$ cat config.mk
export PLATFORM = sky130hd
export DESIGN_NAME = regfile_scoreboard
export DESIGN_NICKNAME = d
export VERILOG_FILES = /design/src/rtl/regfile_scoreboard.sv
export SDC_FILE = /design/constraint.sdc
export NUM_CORES = 2
export LEC_CHECK = 0
export CORE_ASPECT_RATIO = 1.75
export CORE_UTILIZATION = 44
export CTS_CLUSTER_DIAMETER = 40
export DETAILED_ROUTE_END_ITERATION = 6
export GPL_TIMING_DRIVEN = 1
export PLACE_DENSITY = 0.63
export SETUP_SLACK_MARGIN = 0.4
export SYNTH_ARGS = -nofsm -noshare
export SYNTH_HDL_FRONTEND = slang
export SYNTH_SLANG_ARGS = --single-unit
$ cat constraint.sdc
create_clock -name clk -period 4.3 [get_ports clk]
set_input_delay 0.645 -clock clk [delete_from_list [all_inputs] [get_ports clk]]
set_output_delay 0.645 -clock clk [all_outputs]
set_load 0.01 [all_outputs]
$ cat src/rtl/regfile_scoreboard.sv
// Parametrised register file: async reads with same-cycle write bypass, sync writes, plus a pending-write scoreboard.
// Reads are 0-cycle (bypass), issue-to-busy is 1 cycle; there is no backpressure and every strobe is taken the cycle it is shown.
module regfile_scoreboard #(
    parameter int XLEN     = 32,
    parameter int NREGS    = 32,
    parameter int NRD      = 2,
    parameter int ZERO_REG = 1,
    localparam int AW      = $clog2(NREGS),
    localparam int CW      = $clog2(NREGS + 1)
) (
    input  logic                 clk,
    input  logic                 rst,
    input  logic [AW-1:0]        Rd,
    input  logic                 WriteEn,
    input  logic [XLEN-1:0]      WriteData,
    input  logic                 IssueEn,
    input  logic [AW-1:0]        IssueRd,
    input  logic                 Flush,
    input  logic [NRD*AW-1:0]    Rs,
    output logic [NRD*XLEN-1:0]  ReadData,
    output logic [NRD-1:0]       ReadBusy,
    output logic [CW-1:0]        NumBusy
);

    localparam logic [AW:0] LP_NREGS = (AW+1)'(NREGS);

    // An index names a real, writable register: in range and not the hardwired zero.
    function automatic logic idx_ok(input logic [AW-1:0] idx);
        return ({1'b0, idx} < LP_NREGS) && !((ZERO_REG != 0) && (idx == '0));
    endfunction

    logic [XLEN-1:0]  r_bank [NREGS];
    logic [NREGS-1:0] r_pend;
    logic [CW-1:0]    r_num_busy;

    logic             w_wr_ok;
    logic             w_iss_ok;
    logic [NREGS-1:0] w_set;
    logic [NREGS-1:0] w_clr;
    logic             w_inc;
    logic             w_dec;

    assign w_wr_ok  = WriteEn && idx_ok(Rd);
    assign w_iss_ok = IssueEn && idx_ok(IssueRd);

    always_comb begin
        w_set = '0;
        w_clr = '0;
        for (int i = 0; i < NREGS; i++) begin
            w_set[i] = w_iss_ok && (IssueRd == AW'(i));
            w_clr[i] = w_wr_ok && (Rd == AW'(i));
        end
    end

    // Set beats clear on the same index, so a retire never decrements a register being re-issued.
    assign w_inc = |(w_set & ~r_pend);
    assign w_dec = |(w_clr & r_pend & ~w_set);

    always_ff @(posedge clk or negedge rst) begin
        if (!rst) begin
            for (int i = 0; i < NREGS; i++) begin
                r_bank[i] <= '0;
            end
        end else if (w_wr_ok) begin
            r_bank[Rd] <= WriteData;
        end
    end

    always_ff @(posedge clk or negedge rst) begin
        if (!rst) begin
            r_pend     <= '0;
            r_num_busy <= '0;
        end else if (Flush) begin
            r_pend     <= '0;
            r_num_busy <= '0;
        end else begin
            r_pend     <= (r_pend & ~w_clr) | w_set;
            r_num_busy <= r_num_busy + CW'(w_inc) - CW'(w_dec);
        end
    end

    assign NumBusy = r_num_busy;

    for (genvar k = 0; k < NRD; k++) begin : g_rd
        logic [AW-1:0] w_rs;
        logic          w_ok;
        logic          w_hit;

        assign w_rs  = Rs[k*AW +: AW];
        assign w_ok  = idx_ok(w_rs);
        assign w_hit = w_wr_ok && (Rd == w_rs);

        // A retiring write both forwards its data and hides the pending flag it is about to clear.
        assign ReadData[k*XLEN +: XLEN] = !w_ok ? '0 : (w_hit ? WriteData : r_bank[w_rs]);
        assign ReadBusy[k]              = w_ok && r_pend[w_rs] && !w_hit;
    end

endmodule
Yosys cells after proc, flatten, opt, wreduce, memory -nomap -nowiden
Index checks and enable logic that the tools add are counted.
W data, S select, Z words.
{"block": "totals", "ff_bits": 1062, "inputBits": 57, "output_inout_bits": 72, "elab_cells": 221}
{"block": "op_classes", "n_addsub": 2, "magnitude_cmp": 6, "eq_ne": 64, "muxes": 19, "n_bitwise": 11, "reduce_logical": 85}
{"cell": "$bwmux W1024", "n": 1}
{"cell": "$bmux W32 S5", "n": 2}
{"cell": "$mux W32", "n": 10}
{"cell": "$demux W32 S5", "n": 1}
{"cell": "$eq A5 B5 Y1 const B", "n": 32}
{"cell": "$and A32 B32 Y32", "n": 4}
{"cell": "$not A32 Y32", "n": 3}
{"cell": "$eq A5 B4 Y1 const B", "n": 16}
{"cell": "$logic_and A1 B1 Y1", "n": 73}
{"cell": "$reduce_or A32 Y1", "n": 2}
{"cell": "$eq A5 B3 Y1 const B", "n": 8}
{"cell": "$or A32 B32 Y32", "n": 1}
{"cell": "$eq A5 B2 Y1 const B", "n": 4}
{"cell": "$logic_not A5 Y1", "n": 4}
{"cell": "$ge A6 B6 Y1 const B", "n": 3}
{"cell": "$not A5 Y6", "n": 3}
{"cell": "$lt A5 B6 Y1 const B", "n": 2}
{"cell": "$bmux W1 S5", "n": 2}
{"cell": "$eq A5 B1 Y1 const B", "n": 2}
{"cell": "$eq A5 B5 Y1", "n": 2}
{"cell": "$add A6 B1 Y6", "n": 1}
{"cell": "$logic_not A1 Y1", "n": 6}
{"cell": "$lt A6 B1 Y1 const B", "n": 1}
{"cell": "$mux W6", "n": 1}
{"cell": "2 further kinds", "n": 3}

Logic depth before layout (Yosys ltp)
{"block": "depth", "depth_word": 9, "ltp_mapped": 17, "depth_no_buf": 14}

Worst setup path after synthesis
OpenSTA, ideal clock, no wires.
{"block": "synth_path", "path_kind": "input port to flip-flop", "start": "input Rd[1]", "end": "register r_num_busy[5] (netlist: NumBusy[5])", "arrival_time_ps": 3418, "required_time_ps": 4175, "path_slack_ps": 757, "cell_stages": 15, "path_buffers": 2, "path_cell_list": "clkbuf_2 > buf_2 > and4b_1 > and3_1 > o311a_1 > a221oi_1 > nand4_1 > ha_1 > inv_1 > ha_1 > a21o_1 > a21oi_1 > o21bai_1 > a21oi_1 > mux2_2"}
{"block": "synth_via", "elab_chain_len": 9, "word_cells_on_any_way": 71, "cone_classes": "add/sub: 1; eq/ne: 31; mux: 1; bitwise: 2; reduce/logical: 36"}
{"element": "start: declaration", "line": "13", "rtl": "input logic [AW-1:0] Rd,"}
{"element": "$logic_not A5 Y1", "line": "29, 51"}
{"element": "$logic_not A1 Y1", "line": "29", "rtl": "return ({1'b0, idx} < LP_NREGS) && !((ZERO_REG != 0) && (idx == '0));"}
{"element": "$logic_and A1 B1 Y1", "line": "43", "rtl": "assign w_wr_ok = WriteEn && idx_ok(Rd);"}
{"element": "$logic_and A1 B1 Y1", "line": "51", "rtl": "w_clr[i] = w_wr_ok && (Rd == AW'(i));"}
{"element": "$and A32 B32 Y32 (*) (2 in series)", "line": "57", "rtl": "assign w_dec = |(w_clr & r_pend & ~w_set);"}
{"element": "$reduce_or A32 Y1 (*)", "line": "57"}
{"element": "$sub A6 B1 Y6 (*)", "line": "78", "rtl": "r_num_busy <= r_num_busy + CW'(w_inc) - CW'(w_dec);"}
{"element": "$mux W6 (*)", "line": "73", "rtl": "end else if (Flush) begin"}
{"element": "end signal: assignment", "line": "78"}
{"element": "end: declaration", "line": "34", "rtl": "logic [CW-1:0] r_num_busy;"}
Mark *: on every way between the ends. The rest lies on a longest branch, timed or not.
A chain may end at the register's enable or synchronous reset.

Worst setup path in the final report
{"block": "layout_path", "start": "input Rd[3]", "end": "output ReadData[51]"}
{"block": "layout_via", "elab_chain_len": 6, "word_cells_on_any_way": 7, "cone_classes": "eq/ne: 1; mux: 2; reduce/logical: 4"}
{"element": "$logic_not A5 Y1", "line": "29"}
{"element": "$logic_not A1 Y1", "line": "29"}
{"element": "$logic_and A1 B1 Y1", "line": "43"}
{"element": "$logic_and A1 B1 Y1 (*)", "line": "91", "rtl": "assign w_hit = w_wr_ok && (Rd == w_rs);"}
{"element": "$mux W32 (*) (2 in series)", "line": "94", "rtl": "assign ReadData[k*XLEN +: XLEN] = !w_ok ? '0 : (w_hit ? WriteData : r_bank[w_rs]);"}
{"element": "end: declaration", "line": "20", "rtl": "output logic [NRD*XLEN-1:0] ReadData,"}
Marked as above.

==> impl_metrics.ini <==
[clock_tree]
clock-root-buffer = clkbuf_16
clkTransAtPathRegs_ns = 0.06
clk_latency_ns = 0.75
numCtsBuffers = 117
cts.htree.levels = 3
cts_tree = built
cts.sinks = 1062
clk_path_buf_depth = 3

[drt]
via_per_inst = 6.56
ant_nets = 0
drcViolationCount = 0
num_vias = 41100
first_pass_iters = 5
avgRoutedWirePerCell_um = 32.1
drt_wl_total_um = 201000
drtIter0Drc = 3697

[global_route]
grt_pass1_vias = 43400
antenna_found_initial = 5
grt_max_degree = 153
grt_pass1_wl_um = 294000
gr-total-overflow = 0
grtUsageTotal = 0.301

[timing]
worstMarginPinSlew_ns = 1.23
fmax_mhz = 260
report.final.setup_viol = 0
clock-skew-final_ns = 0.00675
period_minus_slack_ns = 3.85
hold_violations = 0
hold_slack_ns = 0.374
rsz0062_at_grt = yes
relSlewSlack = 0.181
drv_slew = 0
finalCritPeriodShare = 0.896
setup_tns_ns = 0

[synthesis]
yosys.cell_types.count = 66
netlist_instances = 4368
yosysSeqAreaShare = 0.457
synth_most_common_cell = dfrtp_1
ys_top_cells_by_count = dfrtp_1, mux2_2, nand2_1, mux4_2, mux2i_1
synthDominantCellAreaShare = 0.457
ys.warnings.count = 0
synth.top_cells.by_area = dfrtp_1, mux2_2, mux4_2
synth-main-ff-cell = dfrtp_1
postSynthAreaPerCell_sq_um = 13.3
syn_area_sq_um = 58200
syn-num-nets = 4432
async_flop_share = 1.00
synth_top_area_cell = dfrtp_1
ys_seq_elements = 1062
synth-edff-count = 0

[final_layout]
fin_nets = 4538
multi_input_area_sq_um = 29600
nFillCells = 11100
stdcell_count = 6261
area_growth_pct = 15.7
drive_above_1_share = 0.416
regArea_sq_um = 26600

[critical_path]
arrival_ns = 3.21
crit_path_cell_trace = clkdlybuf4s50_1 > buf_6 > or2_1 > o41ai_4 > buf_6 > nor3_4 > buf_4 > bufbuf_16 > a211o_1 > dlygate4sd2_1
crit_type = primary input to output pin
crit_fanout = 14
cp.required_ns = 3.65
r2r-start = r_pend[8]$_DFF_PN0_
path_common_cell = buf_6
slowest_stage = clkdlybuf4s50_1
crit_buf_inv = 6
cp_slowest_stage_delay_ns = 0.45
endpoint_kind = output pin
crit_path_start_kind = primary input
crit_family = buffers and inverters
crit_start = Rd[3]

[run]
max-cap-violations = 0

[power]
powerDensity_nw_per_um2 = 445
p_leak_nw = 30.2
ir_drop_mv = 0.364

[floorplan]
die_y_um = 483
design.portCount = 129
die_w_um = 277
rows = 176
core-area_sq_um = 131000
dieArea_sq_um = 134000
start_util = 0.443

[placement]
dp_hpwl_um = 122000
numPortBuffers = 128
routabilityCongestion = 0.924
dp_cells = 6025

[outcome]
status = complete, no violations

[worst_hold_path]
hold_start = r_bank[1003]$_DFFE_PN0P_
hp-class = flip-flop to flip-flop
## layout by cell type (no fill, tap or decap), types with 40 or more instances in the layout
cell type | synthesis | routed
a211o_1 | 63 | 63
a211oi_1 | 82 | 69
a21oi_1 | 75 | 75
a221oi_1 | 107 | 103
a22oi_1 | 50 | 50
buf_12 | 0 | 71
buf_4 | 33 | 260
clkbuf_16 | 0 | 122
clkdlybuf4s50_1 | 0 | 53
dfrtp_1 | 1062 | 1062
dlygate4sd2_1 | 0 | 40
mux2_2 | 868 | 868
mux2i_1 | 319 | 319
mux4_2 | 407 | 407
nand2_1 | 430 | 412
nor2_1 | 55 | 40
o21ai_0 | 43 | 41
o22ai_1 | 69 | 67
## where the power goes
part / leakage [nW] / switching, mW / internal, mW
clock network: 1.88 / 4.43 / 5.93
logic: 14.6 / 2.76 / 3.62
registers: 13.7 / 1.36 / 11.8
## worst paths after layout
kind,to,slack [ns],cells past startpoint
min,r_bank[1003]$_DFFE_PN0P_,0.37,0
min reg2reg,r_bank[1003]$_DFFE_PN0P_,0.37,0
max in group asynchronous,r_bank[678]$_DFFE_PN0P_,2.57,3
max reg2reg,NumBusy[5]$_DFF_PN0_,0.79,13
min in group asynchronous,r_bank[523]$_DFFE_PN0P_,0.45,2
max,ReadData[51],0.45,10
## logic make-up after synthesis
logic type / after synthesis / share of synthesized area
muxes: 1594 / 0.381
xor gates and xnor gates: 14 / 0.00211
buffers and inverters: 509 / 0.0404
DFF: 1062 / 0.457
adders and majority gates: 7 / 0.00164
and+or+nand+nor: 606 / 0.0452
AOI/OAI and AO/OA: 576 / 0.0731
## final cells by class
class,count,area share
Multi-Input combinational cell,2798,0.441
Antenna cell,3,0.000112
Sequential cell,1062,0.395
Clock inverter,57,0.0103
Timing Repair Buffer,473,0.0732
Tap cell,1691,0.0314
Clock buffer,155,0.0482
Inverter,22,0.00126
## layer usage
metal | track usage | routed length [um]
met1 | 0.357 | 74300
met2 | 0.516 | 100000
met3 | 0.0507 | 13900
met4 | 0.172 | 12400
met5 | 0 | 23
## flip-flops by register name (all words and copies together) (netlist names)
register	flops
NumBusy	6
r_bank	1024
r_pend	32
## what timing repair did
action,CTS,global route
hold endpoints to repair,43,0
setup buffers,10,5
setup endpoints to repair,66,34
gates resized for setup,71,45
hold buffers,1,0
cloned,2,3
pin swaps,20,9
## per-stage QoR
step	worst slack, ns	cell area [sq um]	utilization	power, mW
2_1_floorplan	0.757	58200	-	17.4
3_3_place_gp	-0.131	62900	0.479	19.4
3_5_place_dp	-0.0452	62900	0.479	19.7
4_1_cts	0.263	67000	0.511	30.0
5_1_grt	0.389	67300	0.513	31.1
6_report	0.449	67300	0.513	29.9
Power figures use the tool's default switching activity.
